**config.mk**
```make
export PLATFORM = sky130hd
export DESIGN_NAME = jtdd_romrq_flat
export DESIGN_NICKNAME = d
export VERILOG_FILES = /design/src/rtl/jtdd_romrq_pkg.sv /design/src/rtl/jtdd_romrq_if.sv /design/src/rtl/jtdd_romrq_entry.sv /design/src/rtl/jtdd_romrq.sv /design/src/flat_wrapper.sv
export SDC_FILE = /design/constraint.sdc
export NUM_CORES = 1
export LEC_CHECK = 0
export CORE_ASPECT_RATIO = 0.6
export CORE_MARGIN = 2
export CORE_UTILIZATION = 47
export CTS_CLUSTER_DIAMETER = 150
export DETAILED_ROUTE_END_ITERATION = 10
export GPL_TIMING_DRIVEN = 0
export PLACE_DENSITY_LB_ADDON = 0.25
export SLEW_MARGIN = 20
export SYNTH_ARGS = -nofsm -noshare
export SYNTH_HDL_FRONTEND = slang
export SYNTH_SLANG_ARGS = --single-unit
```
**constraint.sdc**
```tcl
create_clock -name clk -period 1.8 [get_ports clk]
set_clock_uncertainty 0.1 [all_clocks]
set_input_delay 0.27 -clock clk [delete_from_list [all_inputs] [get_ports clk]]
set_output_delay 0.27 -clock clk [all_outputs]
set_load 0.01 [all_outputs]
```
**src/rtl/jtdd_romrq_pkg.sv**
```systemverilog
// Shared definitions for the jtdd_romrq ROM slot responder:
// FSM state encoding and the SDRAM-side bus geometry.
package jtdd_romrq_pkg;

    localparam int SDRAM_AW = 22;
    localparam int SDRAM_DW = 16;

    typedef enum logic [1:0] {
        IDLE = 2'd0,
        REQ  = 2'd1,
        WAIT = 2'd2
    } state_t;

endpackage

```
**src/rtl/jtdd_romrq_if.sv**
```systemverilog
// Bus bundle for one ROM slot: consumer side (cs/addr/dout/ok), the
// download flag and the SDRAM controller side (req/addr/ack/rdy/data).
// The responder uses the slave modport; whoever drives requests and
// plays the SDRAM controller uses the master modport.
interface jtdd_romrq_if
    import jtdd_romrq_pkg::*;
#(
    parameter int AW = 18,
    parameter int DW = 8
);
    logic                cs;
    logic [AW-1:0]       addr;
    logic [DW-1:0]       dout;
    logic                ok;
    logic                downloading;
    logic                sdram_req;
    logic [SDRAM_AW-1:0] sdram_addr;
    logic                sdram_ack;
    logic                data_rdy;
    logic [SDRAM_DW-1:0] data_read;

    modport slave (
        input  cs, addr, downloading, sdram_ack, data_rdy, data_read,
        output dout, ok, sdram_req, sdram_addr
    );

    modport master (
        output cs, addr, downloading, sdram_ack, data_rdy, data_read,
        input  dout, ok, sdram_req, sdram_addr
    );

endinterface

```
**src/rtl/jtdd_romrq_entry.sv**
```systemverilog
// One cache line of the ROM slot responder: valid bit, word-address tag
// and the 16-bit SDRAM word. Reports a combinational tag match and
// accepts a fill through a single write port. clr drops the valid bit
// (used while a ROM download is rewriting SDRAM).
module jtdd_romrq_entry
    import jtdd_romrq_pkg::*;
#(
    parameter int TW = 18
)(
    input  logic                clk,
    input  logic                rst,
    input  logic                clr,
    input  logic                we,
    input  logic [TW-1:0]       wtag,
    input  logic [SDRAM_DW-1:0] wdata,
    input  logic [TW-1:0]       tag,
    output logic                match,
    output logic [SDRAM_DW-1:0] data
);

    logic                valid;
    logic [TW-1:0]       tag_q;
    logic [SDRAM_DW-1:0] data_q;

    // Line storage: invalidate on reset or download, otherwise take fills
    always_ff @(posedge clk) begin
        if (rst) begin
            valid  <= 1'b0;
            tag_q  <= '0;
            data_q <= '0;
        end else if (clr) begin
            valid  <= 1'b0;
        end else if (we) begin
            valid  <= 1'b1;
            tag_q  <= wtag;
            data_q <= wdata;
        end
    end

    assign match = valid && (tag_q == tag);
    assign data  = data_q;

endmodule

```
**src/rtl/jtdd_romrq.sv**
```systemverilog
// jtdd_romrq: SDRAM-side responder for one game ROM slot.
// Converts consumer reads (cs/addr) into 16-bit SDRAM word reads, keeps
// the last fetched word(s) and flags dout as valid through ok.
// Build option: define JTDD_ROMRQ_DUAL_EN for a two-line cache with LRU
// replacement; without it a single cache line is used.
module jtdd_romrq
    import jtdd_romrq_pkg::*;
#(
    parameter int                  AW     = 18,
    parameter int                  DW     = 8,
    parameter logic [SDRAM_AW-1:0] OFFSET = '0
)(
    input  logic        clk,
    input  logic        rst,
    jtdd_romrq_if.slave bus
);

`ifdef JTDD_ROMRQ_DUAL_EN
    localparam int NE = 2;
`else
    localparam int NE = 1;
`endif

    state_t              state;
    state_t              next_state;
    logic [AW-1:0]       wa;
    logic [SDRAM_AW-1:0] req_addr;
    logic [SDRAM_AW-1:0] sdram_addr_q;
    logic [AW-1:0]       req_tag;
    logic [NE-1:0]       ent_match;
    logic [NE-1:0]       ent_we;
    logic [SDRAM_DW-1:0] ent_data [NE];
    logic [SDRAM_DW-1:0] hit_data;
    logic                hit;
    logic                rd_ok;
    logic                fill;

    // Word address: byte consumers drop the byte-select bit
    always_comb begin
        wa = bus.addr;
        if (DW == 8) begin
            wa = {1'b0, bus.addr[AW-1:1]};
        end
    end

    assign req_addr = OFFSET + SDRAM_AW'(wa);

    for (genvar i = 0; i < NE; i++) begin : g_entry
        jtdd_romrq_entry #(.TW(AW)) u_entry (
            .clk   (clk),
            .rst   (rst),
            .clr   (bus.downloading),
            .we    (ent_we[i]),
            .wtag  (req_tag),
            .wdata (bus.data_read),
            .tag   (wa),
            .match (ent_match[i]),
            .data  (ent_data[i])
        );
    end

    assign hit   = |ent_match;
    assign rd_ok = bus.cs && hit && !bus.downloading;

    // Pick the word of whichever line matches the current address
    always_comb begin
        hit_data = ent_data[0];
        for (int i = 1; i < NE; i++) begin
            if (ent_match[i]) begin
                hit_data = ent_data[i];
            end
        end
    end

    // Present the addressed byte (DW=8) or the whole word (DW=16)
    always_comb begin
        if (DW == 8) begin
            bus.dout = DW'(bus.addr[0] ? hit_data[15:8] : hit_data[7:0]);
        end else begin
            bus.dout = DW'(hit_data);
        end
    end

    // Request sequencing: miss -> REQ until ack -> WAIT until data -> fill
    always_comb begin
        next_state = state;
        fill       = 1'b0;
        case (state)
            IDLE: begin
                if (bus.cs && !hit) begin
                    next_state = REQ;
                end
            end
            REQ: begin
                if (bus.sdram_ack) begin
                    next_state = WAIT;
                end
            end
            WAIT: begin
                if (bus.data_rdy) begin
                    fill       = 1'b1;
                    next_state = IDLE;
                end
            end
            default: next_state = IDLE;
        endcase
        if (bus.downloading) begin
            next_state = IDLE;
            fill       = 1'b0;
        end
    end

    // State register; the request address and tag are frozen on entry to REQ
    always_ff @(posedge clk) begin
        if (rst) begin
            state        <= IDLE;
            sdram_addr_q <= '0;
            req_tag      <= '0;
        end else begin
            state <= next_state;
            if (state == IDLE && next_state == REQ) begin
                sdram_addr_q <= req_addr;
                req_tag      <= wa;
            end
        end
    end

`ifdef JTDD_ROMRQ_DUAL_EN
    logic lru;

    // Track the line to evict next: a filled or hit line becomes MRU
    always_ff @(posedge clk) begin
        if (rst || bus.downloading) begin
            lru <= 1'b0;
        end else if (fill) begin
            lru <= ~lru;
        end else if (rd_ok) begin
            lru <= ent_match[0];
        end
    end

    // Route a fill to the least recently used line
    always_comb begin
        ent_we      = '0;
        ent_we[lru] = fill;
    end
`else
    // Single line: every fill overwrites it
    always_comb begin
        ent_we    = '0;
        ent_we[0] = fill;
    end
`endif

    assign bus.ok         = rd_ok;
    assign bus.sdram_req  = (state == REQ) && !bus.downloading;
    assign bus.sdram_addr = sdram_addr_q;

endmodule

```
**src/flat_wrapper.sv**
```systemverilog
// flat-port wrapper written by rule: the top's interface ports become plain ports
module jtdd_romrq_flat import jtdd_romrq_pkg::*;
#(
    parameter int                  AW     = 18,
    parameter int                  DW     = 8,
    parameter logic [SDRAM_AW-1:0] OFFSET = '0
)
  (clk, rst, bus_cs, bus_addr, bus_downloading, bus_sdram_ack, bus_data_rdy, bus_data_read, bus_dout, bus_ok, bus_sdram_req, bus_sdram_addr);
  jtdd_romrq_if #(.AW(AW), .DW(DW)) bus_i ();
  input  logic clk;
  input  logic rst;
  input wire logic [$bits(bus_i.cs)-1:0] bus_cs;
  input wire logic [$bits(bus_i.addr)-1:0] bus_addr;
  input wire logic [$bits(bus_i.downloading)-1:0] bus_downloading;
  input wire logic [$bits(bus_i.sdram_ack)-1:0] bus_sdram_ack;
  input wire logic [$bits(bus_i.data_rdy)-1:0] bus_data_rdy;
  input wire logic [$bits(bus_i.data_read)-1:0] bus_data_read;
  output wire logic [$bits(bus_i.dout)-1:0] bus_dout;
  output wire logic [$bits(bus_i.ok)-1:0] bus_ok;
  output wire logic [$bits(bus_i.sdram_req)-1:0] bus_sdram_req;
  output wire logic [$bits(bus_i.sdram_addr)-1:0] bus_sdram_addr;
  assign bus_i.cs = bus_cs;
  assign bus_i.addr = bus_addr;
  assign bus_i.downloading = bus_downloading;
  assign bus_i.sdram_ack = bus_sdram_ack;
  assign bus_i.data_rdy = bus_data_rdy;
  assign bus_i.data_read = bus_data_read;
  assign bus_dout = bus_i.dout;
  assign bus_ok = bus_i.ok;
  assign bus_sdram_req = bus_i.sdram_req;
  assign bus_sdram_addr = bus_i.sdram_addr;
  jtdd_romrq #(.AW(AW), .DW(DW), .OFFSET(OFFSET)) u_core (.clk(clk), .rst(rst), .bus(bus_i));
endmodule
```
## Word-level counts from Yosys, hierarchy flattened

Index checks and enable logic that the tools add are counted.

- Output and inout port bits: 32
- Word-level logic and storage cells: 30
- Input port bits: 40
- Register bits after elaboration: 53

- Muxes and demuxes: 9
- Reductions and logical operators: 11
- Bitwise operators: 1
- Equality and inequality tests: 4

Operators by type and width:

| kind | number |
|---|---|
| 17-bit equality test | 1 |
| 2-bit 2-to-1 mux | 4 |
| 8-bit 2-to-1 mux | 1 |
| 1-bit logical AND | 6 |
| 2-bit one-hot mux with 3 select lines | 1 |
| 2-bit by 1-bit equality test with 1-bit output, second input constant | 2 |
| 1-bit 2-to-1 mux | 3 |
| 2-bit equality test, second input constant | 1 |
| 1-bit logical NOT | 2 |
| 2-bit logical NOT | 1 |
| 2-bit AND reduction | 1 |
| 2-bit OR reduction | 1 |
| 1-bit NOT | 1 |

## Depth between registers and ports, before layout

Gate-level depths: netlist of the first run.

- Depth in word-level cells: 9
- Depth in mapped cells: 7
- Gate-level depth less buffers: 5

## Modules after synthesis

A second synthesis of the first run with hierarchy kept.

- Cell total of the unflattened synthesis: 280
- Area, all modules: 2441.1 um^2

By module, submodules not included:

| module | times used | sequential area each (um^2) | area an instance (um^2) | cells an instance |
|---|---|---|---|---|
| jtdd_romrq_entry | 1 | 700.7 | 1400.1 | 177 |
| jtdd_romrq | 1 | 380.4 | 1041.0 | 103 |

## Least setup slack after synthesis of the first run

OpenSTA, ideal clock, no wires.

- Path type: register -> register
- From: reg u_core.g_entry[0].u_entry.tag_q[1]
- To: reg u_core.sdram_addr_q[0], in the netlist u_core.bus.sdram_addr[0]
- Stages on the path, launching flop included: 8
- Data required time: 1.582 ns
- Setup time: 0.118 ns
- Buffers on the path: 2
- Clock period less this slack: 1.498 ns
- Arrival: 1.280 ns
- Slack: 0.302 ns
- Cells stage by stage: dfxtp_1 > xnor2_1 > nand4_1 > nor3_2 > a211oi_2 > buf_6 > buf_12 > mux2i_1

- Cells in the longest elaborated chain, start to end: 9

Ends and longest elaborated chain:

| what | RTL line | source |
|---|---|---|
| start: declaration | jtdd_romrq_entry.sv:22 | `logic [TW-1:0] tag_q;` |
| start signal: assignment | jtdd_romrq_entry.sv:35 | `tag_q <= wtag;` |
| 17-bit equality test | jtdd_romrq_entry.sv:40 | `assign match = valid && (tag_q == tag);` |
| 1-bit logical AND | jtdd_romrq_entry.sv:40 |  |
| 1-bit logical NOT | jtdd_romrq.sv:90 | `if (bus.cs && !hit) begin` |
| 1-bit logical AND | jtdd_romrq.sv:90 |  |
| 2-bit 2-to-1 mux | jtdd_romrq.sv:90 |  |
| 2-bit one-hot mux with 3 select lines | jtdd_romrq.sv:88 | `case (state)` |
| 2-bit 2-to-1 mux | jtdd_romrq.sv:107 | `if (bus.downloading) begin` |
| 2-bit by 1-bit equality test with 1-bit output | jtdd_romrq.sv:121 | `if (state == IDLE && next_state == REQ) begin` |
| 1-bit logical AND | jtdd_romrq.sv:121 |  |
| end signal: assignment | jtdd_romrq.sv:122 | `sdram_addr_q <= req_addr;` |
| end: declaration | jtdd_romrq.sv:28 | `logic [SDRAM_AW-1:0] sdram_addr_q;` |

No other way between the ends.
A chain may end at the register's enable or synchronous reset.

## Final worst setup path of the first run

- From: reg u_core.g_entry[0].u_entry.tag_q[5]
- To: out bus_ok

- Cells in the longest elaborated chain, start to end: 4

Ends and longest elaborated chain:

| what | RTL line | source |
|---|---|---|
| 17-bit equality test | jtdd_romrq_entry.sv:40 |  |
| 1-bit logical AND | jtdd_romrq_entry.sv:40 |  |
| 1-bit logical AND (2 in series) | jtdd_romrq.sv:63 | `assign rd_ok = bus.cs && hit && !bus.downloading;` |
| end: declaration | flat_wrapper.sv:19 | `output wire logic [$bits(bus_i.ok)-1:0] bus_ok;` |

No other way between the ends.

==> flow_summary.ini, run 1 <==
[worst_setup_path]
critPathKind = reg2out
cp_slowest_stage_delay_ns = 0.34
rrSetupSlack_ns = 0.02
crit_family = simple AND/OR/NAND/NOR gates
endpoint_kind = output port
worstPathRequired_ns = 1.43
critPathArrivalTime_ns = 1.54
cp_num_buf_inv = 1
rr_endpoint = u_core.bus.sdram_addr[3]
cp_slowest_cell = dfxtp_1
path_depth = 5
cp-endpoint = bus_ok
r2r_cells = 8
path_max_fanout = 2
crit_path_cell_trace = xnor2_1 -> nand4_1 -> nor3_4 -> and4b_1 -> buf_2
critPathLaunch = u_core.g_entry[0].u_entry.tag_q[5]
timing.rr.start = u_core.g_entry[0].u_entry.tag_q[12]
critPathLaunchType = register

[clock_network]
clk_latency_ns = 0.30
hold_buffers = 0
root_buffer = clkbuf_8
htreeDepth = 2
clk_transition_reported_paths_ns = 0.09
cts_made_buffers = 5
tritoncts = yes
cts_sinks = 53
clk_path_buf_depth = 2

[yosys]
yosysSeqAreaShare_pct = 44.6
syn_avg_cell_area_um2 = 8.61
netlist_instances = 276
ys_ff_latch = 53
yosys_warnings = 0
yosysUniqueCellTypes = 28
syn_area_um2 = 2380

[drt]
dr_wl_met3_um = 407
first_pass_iters = 4
avgViaCountPerCell = 4.93
drcViolationCount = 0
wl_met2_mm = 2.70
ant_nets = 0
routedWlPerCell_um = 14.5
drt-total-wl_mm = 6.11
top_layer = met4
drtIter0Drc = 132
vias = 2086
drt-met1-wl_mm = 2.93

[finish]
finalNetCount = 399
final_common_cell = nand2_1
diodes = 0
layout.cells.most_common_list = 67 x nand2_1, 46 x clkdlybuf4s50_1, 42 x dfxtp_1
drive_above_1_share_pct = 17.2
syn2layout_area_growth_pct = 41.6
fin_util_pct = 71.5

[global_routing]
grt_pass1_wl_mm = 9.39
antenna_found_initial = 0
grt_usage_pct = 21.8
grt_max_degree = 16
overflow = 0
first_global_vias = 1998

[timing]
fin_crit_sh_pct = 106
rsz0062_at_grt = true
setup_ws_ns = -0.114
slew_violations = 0
slew_headroom_pct = 64.9
fmax_mhz = 523
min_period_ns = 1.91
finalSetupViolCount = 1
fin_setup_tns_ns = -0.114
worst_slew_pin_slew_ns = 0.527
hold_viol = 0

[floorplanning]
std_cell_rows = 19
dieArea_um2 = 5660
ioPinCount = 72
die-width_um = 95.8
die_h_um = 59.1
core_area_um2 = 4710
initial_core_util_pct = 50.5

[hold_path]
hold_class = in2reg

[job]
drv_cap = 0

[power]
vdd_drop_max_v = 0.000430
p_per_area_nw_per_um2 = 696
leakage_nw = 1.25

[outcome]
status = finished, violations left
violations = negative setup slack

[placed_design]
post-dp-hpwl_mm = 4.24
io_buffers = 65
gp_congestion = 0.797
per-layer routing:
| layer | GRT usage [%] | vias to the layer above |
|---|---|---|
| met5 | 0 | - |
| met2 | 33.2 | 68 |
| met4 | 6.73 | 0 |
| met3 | 4.96 | 7 |
| met1 | 31.1 | 960 |
| li1 | - | 1051 |
stage by stage:
step | setup slack (ns) | total power, mW | instances | hold slack, ns | instance area (um2)
4_1_cts | -0.113 | 2.34 | 420 | 0.272 | 3300
6_report | -0.114 | 2.34 | 423 | 0.298 | 3370
5_1_grt | -0.227 | 2.43 | 423 | 0.302 | 3370
3_3_place_gp | -0.723 | 1.53 | 408 | 0.340 | 3120
2_1_floorplan | 0.302 | 1.37 | 280 | 0.243 | 2390
3_5_place_dp | -0.769 | 1.53 | 408 | 0.346 | 3120
worst reg2reg max path: stages (launching register included):
cell and delay (ns):
dfxtp_2 0.35, xnor2_2 0.13, nand4_1 0.17, nor3_4 0.06
buf_4 0.14, a211oi_2 0.23, buf_6 0.18, clkbuf_16 0.16
mux2i_1 0.19
sequential cells by signal (all words and copies together) (netlist names):
signal,flops
u_core.g_entry.u_entry.valid,1
u_core.g_entry.u_entry.data,16
u_core.g_entry.u_entry.tag_q,17
u_core.bus.sdram_addr,17
u_core.state,2
power breakdown:
group	total [mW]	switching (mW)	internal (mW)	leakage, nW
Combinational	0.312	0.131	0.182	0.753
Clock	0.816	0.363	0.453	0.0585
Sequential	1.21	0.0188	1.19	0.435
logic make-up after synthesis:
family,synth area share (%)
simple gates,23.6
other cells,0.158
buf+inv,5.79
compound gates,8.58
mux,10.9
xor+xnor,6.26
flops,44.6
how the worst min path moves through the flow:
stage / from / endpoint / slack (ns) / cells past startpoint
floorplan: bus_downloading / u_core.g_entry[0].u_entry.valid / 0.24 / 1
global placement: u_core.g_entry[0].u_entry.data[10] / u_core.g_entry[0].u_entry.data[10] / 0.34 / 2
detailed placement: u_core.g_entry[0].u_entry.data[7] / u_core.g_entry[0].u_entry.data[7] / 0.35 / 2
CTS: bus_downloading / u_core.g_entry[0].u_entry.valid / 0.27 / 2
global route: bus_addr[10] / u_core.bus.sdram_addr[9] / 0.30 / 3
finish: bus_downloading / u_core.g_entry[0].u_entry.valid / 0.30 / 2
what timing repair did:
item                       4_1_cts  5_1_grt
setup buffers                    4        2
setup endpoints to repair       20       46
pin swaps                       12        8
gates resized for setup         37       22
cloned                           0        1
synthesized netlist by cell type:
library cell  count  area [um2]
buf_2             1        5.00
buf_6             1        11.3
nor3_1            2        10.0
buf_12            1        20.0
conb_1            1        3.75
clkbuf_1         14        52.6
mux2_2            8        90.1
nand2b_1         34         213
a21oi_1          34         170
inv_1             2        7.51
and4b_1           1        10.0
mux2i_1          17         170
inv_2             1        3.75
nor2_1            4        15.0
nand3_1           1        5.00
a211oi_1          1        7.51
or2_2             1        6.26
a31oi_1           1        6.26
buf_4             5        37.5
nand4_1           4        25.0
dfxtp_1          53        1060
or2_1             1        6.26
nand2_1          67         251
a211oi_2          1        12.5
xnor2_1          16         140
nor3_2            2        20.0
o21a_1            1        7.51
xor2_1            1        8.76
layout make-up:
type | count | area [um2]
inverters | 3 | 11.3
multi-input cells | 202 | 1250
plain buffers | 22 | 136
flip-flops and latches | 53 | 1070
fillers | 369 | 1340
clock buffers | 7 | 86.3
well taps | 63 | 78.8
clock inverters | 1 | 30.0
repair buffers | 72 | 701
No activity file was read; power rests on OpenSTA's default activity.
==> run 2, diff against run 1 <==
--- a/config.mk
+++ b/config.mk
@@ -11,6 +11,7 @@
 export CTS_CLUSTER_DIAMETER = 150
 export DETAILED_ROUTE_END_ITERATION = 10
 export GPL_TIMING_DRIVEN = 0
+export MAX_ROUTING_LAYER = met4
 export PLACE_DENSITY_LB_ADDON = 0.25
 export SLEW_MARGIN = 20
 export SYNTH_ARGS = -nofsm -noshare
==> flow_summary.ini, run 2 (synthesis gave the netlist of run 1 again) <==
[timing]
fin_setup_tns_ns = -0.119
worst_slew_pin_slew_ns = 0.535
hold_viol = 0
fmax_mhz = 521
slew_violations = 0
slew_headroom_pct = 64.4
finalSetupViolCount = 1
setup_ws_ns = -0.119
rsz0062_at_grt = true
min_period_ns = 1.92
fin_crit_sh_pct = 107

[power]
vdd_drop_max_v = 0.000435
power_mw = 2.35
leakage_nw = 1.25
p_per_area_nw_per_um2 = 697

[worst_setup_path]
critPathLaunchType = register
endpoint_kind = output port
cp_slowest_cell = dfxtp_1
critPathArrivalTime_ns = 1.55
rrSetupSlack_ns = 0.02
cp_slowest_stage_delay_ns = 0.34
worstPathRequired_ns = 1.43
timing.rr.start = u_core.g_entry[0].u_entry.tag_q[12]
crit_path_cell_trace = xnor2_1 -> nand4_1 -> nor3_4 -> and4b_1 -> buf_2
critPathKind = reg2out
critPathLaunch = u_core.g_entry[0].u_entry.tag_q[5]
rr_endpoint = u_core.bus.sdram_addr[3]
cp_num_buf_inv = 1
r2r_cells = 8
crit_family = simple AND/OR/NAND/NOR gates
path_max_fanout = 2

[floorplanning]
ioPinCount = 72
die-width_um = 95.8
die_h_um = 59.1
dieArea_um2 = 5660
std_cell_rows = 19
initial_core_util_pct = 50.5
core_area_um2 = 4710

[drt]
dr_wl_met3_um = 404
avgViaCountPerCell = 4.92
drcViolationCount = 0
ant_nets = 0
vias = 2080
wl_met2_mm = 2.70
drt-total-wl_mm = 6.14
first_pass_iters = 4
drtIter0Drc = 122
drt-met1-wl_mm = 2.96
top_layer = met4
routedWlPerCell_um = 14.5

[clock_network]
cts_sinks = 53
clk_transition_reported_paths_ns = 0.09
clk_latency_ns = 0.30
tritoncts = yes
htreeDepth = 2
clk_path_buf_depth = 2
root_buffer = clkbuf_8
hold_buffers = 0
cts_made_buffers = 5

[global_routing]
first_global_vias = 2001
antenna_found_initial = 0
grt_max_degree = 16
grt_pass1_wl_mm = 9.40
grt_usage_pct = 22.5
overflow = 0

[placed_design]
post-dp-hpwl_mm = 4.24
gp_congestion = 0.808
postPlaceCellArea_um2 = 3120
dpl_worst_slack_ns = -0.769
io_buffers = 65

[outcome]
violations = negative setup slack
status = finished, violations left

[finish]
drive_above_1_share_pct = 17.2
layout.cells.most_common_list = 67 x nand2_1, 46 x clkdlybuf4s50_1, 42 x dfxtp_1
final_common_cell = nand2_1
fin_util_pct = 71.5
diodes = 0
syn2layout_area_growth_pct = 41.6
finalNetCount = 399
design_area_um2 = 3370

[hold_path]
hold_class = in2reg
worstHoldStart = bus_addr[10]
hold_end = u_core.bus.sdram_addr[9]
hold_depth = 3

[job]
drv_cap = 0
run 2: cell counts in the layout (fill, tap and decap cells not counted):
No cell type changed its count.
run 2: metrics by stage:
stage / std cells / hold WS, ns
final: 423 / 0.298
after global routing: 423 / 0.302
after CTS: 420 / 0.272
after detailed placement: 408 / 0.346
after global placement: 408 / 0.340
after floorplan: 280 / 0.243
run 2: worst max-delay path by stage:
stage                                to  slack, ns  cells after the start
2_1_floorplan  u_core.bus.sdram_addr[0]       0.30                      7
3_3_place_gp                     bus_ok      -0.72                      6
3_5_place_dp                     bus_ok      -0.77                      6
4_1_cts                          bus_ok      -0.11                      5
5_1_grt                          bus_ok      -0.23                      5
6_report                         bus_ok      -0.12                      5
run 2: final cells by class:
cell class	count	area, um2
plain buffers	22	136
well taps	63	78.8
multi-input cells	202	1250
clock buffers	7	86.3
clock inverters	1	30.0
inverters	3	11.3
flip-flops and latches	53	1070
repair buffers	72	701
fillers	369	1340
run 2: routing by layer:
layer,track usage (%),up-vias
met1,31.6,957
met4,6.73,0
met3,4.45,6
met2,33.1,67
met5,-,-
li1,-,1050
run 2: report_power, final:
group	internal [mW]	switching (mW)	leakage, nW
registers	1.19	0.0188	0.435
clock network	0.453	0.368	0.0585
logic	0.182	0.131	0.753
total	1.83	0.518	1.25
run 2: repair_timing:
item | 4_1_cts | 5_1_grt
resized for setup | 37 | 22
pin swaps | 12 | 8
gates cloned | 0 | 1
setup buffers | 4 | 2
setup endpoints to repair | 20 | 46
run 2: worst reg2reg max path, stage by stage (launching register included):
cell and delay (ns):
dfxtp_2 0.35, xnor2_2 0.13, nand4_1 0.17, nor3_4 0.06, buf_4 0.14, a211oi_2 0.23, buf_6 0.18, clkbuf_16 0.16
mux2i_1 0.19
